--- src/rtl/flash_page_buffer.sv ---
// Page staging buffer in front of the QSPI page-program controller.
// Gathers a byte stream into one flash page, launches a program cycle, then serves the bytes on request.
module flash_page_buffer #(
  parameter int                PAGE_BYTES = 256,
  parameter int                ADDR_W     = 32,
  parameter logic [ADDR_W-1:0] START_ADDR = 32'h00001000
) (
  input  logic              system_clk,
  input  logic              system_reset,
  input  logic [7:0]        in_data,
  input  logic              in_valid,
  output logic              in_ready,
  input  logic              flush,
  output logic              pp_key,
  output logic [ADDR_W-1:0] pp_addr,
  output logic [7:0]        pp_num,
  output logic [7:0]        pp_data,
  input  logic              pp_byte_req,
  input  logic              pp_done,
  output logic              busy,
  output logic [15:0]       page_count
);

  typedef enum logic [1:0] {
    ST_FILL   = 2'd0,
    ST_LAUNCH = 2'd1,
    ST_PROG   = 2'd2,
    ST_NEXT   = 2'd3
  } state_t;

  localparam logic [7:0]        LAST_IDX  = 8'(PAGE_BYTES - 1);
  localparam logic [ADDR_W-1:0] PAGE_STEP = ADDR_W'(PAGE_BYTES);

  logic [7:0]        mem_r [0:255];
  state_t            state_r;
  state_t            state_s;
  logic [7:0]        wr_ptr_r;
  logic [7:0]        rd_ptr_r;
  logic [7:0]        num_s;
  logic [ADDR_W-1:0] cur_addr_r;
  logic              wr_en_s;
  logic              launch_s;
  logic              rd_en_s;

  assign wr_en_s  = (state_r == ST_FILL) && in_valid && in_ready;
  assign launch_s = (state_r == ST_FILL) && (state_s == ST_LAUNCH);
  // The read port also runs on the edge that enters LAUNCH so byte 0 is on pp_data during the launch pulse.
  assign rd_en_s  = launch_s || (state_r == ST_LAUNCH) || (state_r == ST_PROG);

  // Next-state and launch byte-count decode.
  always_comb begin
    state_s = state_r;
    num_s   = pp_num;
    case (state_r)
      ST_FILL: begin
        if (wr_en_s && (wr_ptr_r == LAST_IDX)) begin
          state_s = ST_LAUNCH;
          num_s   = LAST_IDX;
        end else if (flush && wr_en_s) begin
          state_s = ST_LAUNCH;
          num_s   = wr_ptr_r;
        end else if (flush && (wr_ptr_r != 8'd0)) begin
          state_s = ST_LAUNCH;
          num_s   = wr_ptr_r - 8'd1;
        end else begin
          state_s = ST_FILL;
        end
      end
      ST_LAUNCH: state_s = ST_PROG;
      ST_PROG: begin
        if (pp_done) begin
          state_s = ST_NEXT;
        end else begin
          state_s = ST_PROG;
        end
      end
      ST_NEXT: state_s = ST_FILL;
      default: state_s = ST_FILL;
    endcase
  end

  // FSM state register.
  always_ff @(posedge system_clk or posedge system_reset) begin
    if (system_reset) begin
      state_r <= ST_FILL;
    end else begin
      state_r <= state_s;
    end
  end

  // Page RAM write port; contents are deliberately not reset.
  always_ff @(posedge system_clk) begin
    if (wr_en_s) begin
      mem_r[wr_ptr_r] <= in_data;
    end
  end

  // Registered RAM read, write-first so a single-byte page launches with its fresh byte.
  always_ff @(posedge system_clk or posedge system_reset) begin
    if (system_reset) begin
      pp_data <= 8'd0;
    end else if (rd_en_s) begin
      if (wr_en_s && (wr_ptr_r == rd_ptr_r)) begin
        pp_data <= in_data;
      end else begin
        pp_data <= mem_r[rd_ptr_r];
      end
    end else begin
      pp_data <= pp_data;
    end
  end

  // Buffer pointers, flash address and completed-page counter.
  always_ff @(posedge system_clk or posedge system_reset) begin
    if (system_reset) begin
      wr_ptr_r   <= 8'd0;
      rd_ptr_r   <= 8'd0;
      cur_addr_r <= START_ADDR;
      page_count <= 16'd0;
    end else begin
      if (state_r == ST_NEXT) begin
        wr_ptr_r <= 8'd0;
      end else if (wr_en_s) begin
        wr_ptr_r <= wr_ptr_r + 8'd1;
      end else begin
        wr_ptr_r <= wr_ptr_r;
      end
      // A req coinciding with pp_done is dropped because state_s has already left PROG.
      if ((state_r == ST_PROG) && (state_s == ST_PROG) && pp_byte_req && (rd_ptr_r != pp_num)) begin
        rd_ptr_r <= rd_ptr_r + 8'd1;
      end else if (state_r != ST_PROG) begin
        rd_ptr_r <= 8'd0;
      end else begin
        rd_ptr_r <= rd_ptr_r;
      end
      if (state_r == ST_NEXT) begin
        cur_addr_r <= cur_addr_r + PAGE_STEP;
        page_count <= page_count + 16'd1;
      end else begin
        cur_addr_r <= cur_addr_r;
        page_count <= page_count;
      end
    end
  end

  // Registered handshake and launch outputs, decoded from the upcoming state.
  always_ff @(posedge system_clk or posedge system_reset) begin
    if (system_reset) begin
      in_ready <= 1'b0;
      pp_key   <= 1'b0;
      busy     <= 1'b0;
      pp_num   <= 8'd0;
      pp_addr  <= START_ADDR;
    end else begin
      in_ready <= (state_s == ST_FILL);
      busy     <= (state_s != ST_FILL);
      pp_key   <= launch_s;
      if (launch_s) begin
        pp_num  <= num_s;
        pp_addr <= cur_addr_r;
      end else begin
        pp_num  <= pp_num;
        pp_addr <= pp_addr;
      end
    end
  end

endmodule

--- config.mk ---
export PLATFORM = sky130hd
export DESIGN_NAME = flash_page_buffer
export DESIGN_NICKNAME = d
export VERILOG_FILES = /design/src/rtl/flash_page_buffer.sv
export SDC_FILE = /design/constraint.sdc
export NUM_CORES = 2
export LEC_CHECK = 0
export CAP_MARGIN = 20
export CORE_MARGIN = 10
export CORE_UTILIZATION = 30
export CTS_CLUSTER_SIZE = 30
export DETAILED_ROUTE_END_ITERATION = 7
export PLACE_DENSITY = 0.44
export SLEW_MARGIN = 25
export SYNTH_ARGS = -nofsm -noshare
export SYNTH_HDL_FRONTEND = slang
export SYNTH_SLANG_ARGS = --single-unit
--- constraint.sdc ---
create_clock -name system_clk -period 7.8 [get_ports system_clk]
set_input_delay 1.17 -clock system_clk [delete_from_list [all_inputs] [get_ports system_clk]]
set_output_delay 1.17 -clock system_clk [all_outputs]
set_load 0.05 [all_outputs]
==> impl_metrics.env <==
export IMPL_cp_data_required_time_ns=8.58
export IMPL_rows=194
export IMPL_timing_final_crit_share_pct=59.53
export IMPL_synth_fa_ha_area_share_pct=0.1776
export IMPL_grt_pass1_vias=43100
export IMPL_yosys_top_cells_area="edfxtp_1, mux4_2, dfrtp_1"
export IMPL_fin_nets=4390
export IMPL_cts_buffers=230
export IMPL_drv_cap=0
export IMPL_crit_family="simple AND/OR/NAND/NOR gates"
export IMPL_finalSetupViolations=0
export IMPL_ys_seq_area_share_pct=75.73
export IMPL_port_buffers=72
export IMPL_hold_path_class="flop to flop"
export IMPL_synth_cells=4190
export IMPL_max_freq_mhz=215.3
export IMPL_clock_skew_ns=0.03763
export IMPL_yosysWarnings=0
export IMPL_drc_errors=0
export IMPL_synth_top_family_by_area="multiplexers"
export IMPL_cpMaxStageDelayCell="dfrtp_4"
export IMPL_sequentialPowerShare_pct=46.9
export IMPL_crit_buf_inv=3
export IMPL_core_um2=279900
export IMPL_synth_mux_area_share_pct=14.85
export IMPL_gp_congestion=0.8023
export IMPL_start_util_pct=30.21
export IMPL_worst_path_largest_cell_delay_ns=0.96
export IMPL_report_final_slew_viol_count=0
export IMPL_comb_power_share_pct=14.8
export IMPL_worst_slew_pin_slew_ns=1.230
export IMPL_cts_sinks=2149
export IMPL_ios=81
export IMPL_end_kind="flop"
export IMPL_peakVddDrop_mv=0.1828
export IMPL_startpoint_type="flop"
export IMPL_detailed_place_hpwl_mm=156.2
export IMPL_die_w_um=550.9
export IMPL_drt_iter0_markers=4668
export IMPL_crit_chain="buf_4 -> buf_4 -> mux4_2 -> mux2i_1 -> nor2_1 -> or4_1 -> nor3_1 -> buf_4 -> nor4_1 -> a21o_1"
export IMPL_internal_power_mw=20.48
export IMPL_cts_tree="yes"
export IMPL_synth_edf_count=2048
export IMPL_multiInputGateArea_um2=18960
export IMPL_drt_vias_per_instance=5.184
export IMPL_yosys_most_used_dff="edfxtp_1"
export IMPL_hold_violations=0
export IMPL_critical_path_max_fanout=42
export IMPL_synth_cell_type_count=76
export IMPL_synthArstFlopShare_pct=4.700
export IMPL_cts_max_path_buffers=4
export IMPL_critPathKind="flop to flop"
export IMPL_grt_usage_pct=16.66
export IMPL_drive_above_1_share_pct=22.02
export IMPL_grt_overflow=0
export IMPL_ctsResizeCount=0
export IMPL_yosys_area_top_type="edfxtp_1"
export IMPL_hold_buffers=0
export IMPL_cts_root_buf="clkbuf_16"
export IMPL_first_pass_iters=8
export IMPL_place_ws_ns=2.993
export IMPL_p_clk_share_pct=38.3
export IMPL_setup_ws_ns=3.156
export IMPL_insertion_delay_ns=0.90
export IMPL_wl_mm=258.9
export IMPL_num_vias=42870
export IMPL_grt_max_degree=157
export IMPL_cp_arrival_ns=5.42
export IMPL_relSlewSlack_pct=18.00
export IMPL_routed_wire_length_per_instance_um=31.31
export IMPL_clk_pin_slew_ns=0.06
export IMPL_yosys_area_share_simple_pct=3.694
export IMPL_p_sw_share_pct=25.79
export IMPL_p_per_area_nw_per_um2=285.4
export IMPL_rsz0062_at_grt="false"
export IMPL_finalSetupTns_ns=0
export IMPL_p_sw_mw=7.117
export IMPL_die_area_um2=303500
export IMPL_synth_compound_area_share_pct=2.806
export IMPL_ys_seq_elements=2149
export IMPL_status="finished, final reports clean"
export IMPL_antenna_found_initial=10
export IMPL_ant_nets=0
export IMPL_area_growth_pct=14.35
export IMPL_post_cts_buffers=0
export IMPL_cpMostUsedCell="buf_4"
export IMPL_synth_area_um2=84550
export IMPL_p_leak_nw=29.34
export IMPL_avgSynthCellArea_um2=20.18
export IMPL_synth_top_area_share_pct=72.74
export IMPL_synth_xor_area_share_pct=0.6941
export IMPL_finalCriticalPeriod_ns=4.644
export IMPL_die_y_um=550.9
export IMPL_grt_pass1_wl_mm=361.7
export IMPL_regArea_um2=64050
export IMPL_nFillCells=26090
export IMPL_htreeDepth=4
[cells by family (layout without fill, tap and decap cells)]
| family | count (synthesis) | in the layout |
|---|---|---|
| buf+inv | 268 | 612 |
| mux | 647 | 647 |
| fa+ha+maj | 12 | 12 |
| compound gates | 341 | 341 |
| simple gates | 705 | 705 |
| flops | 2149 | 2149 |
| other cells | 1 | 12 |
| xor+xnor | 67 | 67 |
[power groups by stage]
stage / clock (mW) / combinational (mW) / sequential [mW]
detailed placement: 0 / 4.15 / 13.2
global route: 11.3 / 4.34 / 12.9
floorplan: 0 / 2.78 / 13.2
global placement: 0 / 4.16 / 13.2
CTS: 10.8 / 4.16 / 12.9
finish: 10.6 / 4.08 / 12.9
[cell usage after synthesis, types with 15 or more instances]
cell type and n:
buf_6 34, mux4_1 21, nand2_1 158, o221ai_1 39
mux2i_1 127, nor2_1 326, o22ai_1 50, a211oi_1 22
xor2_1 31, xnor2_1 36, nor4_1 20, buf_2 62
clkbuf_1 90, nand4_1 16, nand3_1 51, buf_8 15
mux2_2 45, a21oi_1 59, a22oi_1 48, nor3_1 37
edfxtp_1 2048, dfrtp_1 99, buf_4 36, o21ai_0 36
mux4_2 454, nor2b_1 27, and3_1 17
[placed cells by master, fill, tap and decap left out, types with 51 or more instances in the layout]
master / count
dfrtp_1: 93
a21oi_1: 59
mux2i_1: 127
clkinv_1: 52
nand2_1: 143
clkbuf_16: 232
mux4_2: 454
buf_4: 99
edfxtp_1: 2048
nor2_1: 310
nand3_1: 51
clkdlybuf4s50_1: 64
[worst reg2reg max path, delay by kind of cell, from the launching register on]
family	cells	cell delay, ns
AOI/OAI and AO/OA	1	0.17
buffers and inverters	3	1.33
DFF	1	0.96
muxes	2	0.69
and+or+nand+nor	4	1.40
[state kept, by name, indices dropped and copies added, names as in the netlist]
signal / cells
pp_num: 8
busy: 1
state_r: 2
rd_ptr_r: 8
cur_addr_r: 24
mem_r: 2048
pp_key: 1
pp_addr: 24
page_count: 16
in_ready: 1
pp_data: 8
wr_ptr_r: 8
[final cells by class]
type                    count  share of cell area [%]
clock inverters           123                   1.117
diodes                      4                 0.01035
flip-flops and latches   2149                   66.24
clock buffers             286                   6.256
repair buffers            186                   1.873
inverters                  17                 0.06988
multi-input cells        1780                   19.61
well taps                3724                   4.819
[worst paths after layout]
kind,startpoint,endpoint,slack (ns),depth (start not counted)
max,rd_ptr_r[2]$_DFFE_PP0P_,pp_data[2]$_DFFE_PP0P_,3.16,10
min,page_count[15]$_DFFE_PP0P_,page_count[15]$_DFFE_PP0P_,0.46,1
max reg2reg,rd_ptr_r[2]$_DFFE_PP0P_,pp_data[2]$_DFFE_PP0P_,3.16,10
min reg2reg,page_count[15]$_DFFE_PP0P_,page_count[15]$_DFFE_PP0P_,0.46,1
max in group asynchronous,system_reset,rd_ptr_r[0]$_DFFE_PP0P_,5.77,3
min in group asynchronous,system_reset,pp_addr[9]$_DFFE_PP0P_,0.77,2
[per-layer routing]
metal	vias up	GRT usage [%]	wire length, um
met4	4	3.879	5946
li1	17530	-	-
met1	23570	24.37	117800
met2	1448	26.25	120000
met3	310	2.521	15080
met5	-	0	34
[through the flow]
step / std cells / hold slack [ns] / utilization (%) / power [mW] / cell area, um2
after floorplan: 4197 / 0.4402 / - / 16.03 / 84570
after global placement: 7853 / 0.4580 / 31.96 / 17.35 / 89450
after detailed placement: 7854 / 0.4586 / 31.98 / 17.34 / 89500
after CTS: 8263 / 0.4706 / 34.52 / 27.91 / 96630
after global routing: 8266 / 0.4762 / 34.54 / 28.55 / 96680
final: 8269 / 0.4644 / 34.55 / 27.60 / 96680
(Power assumes the default switching activity.)
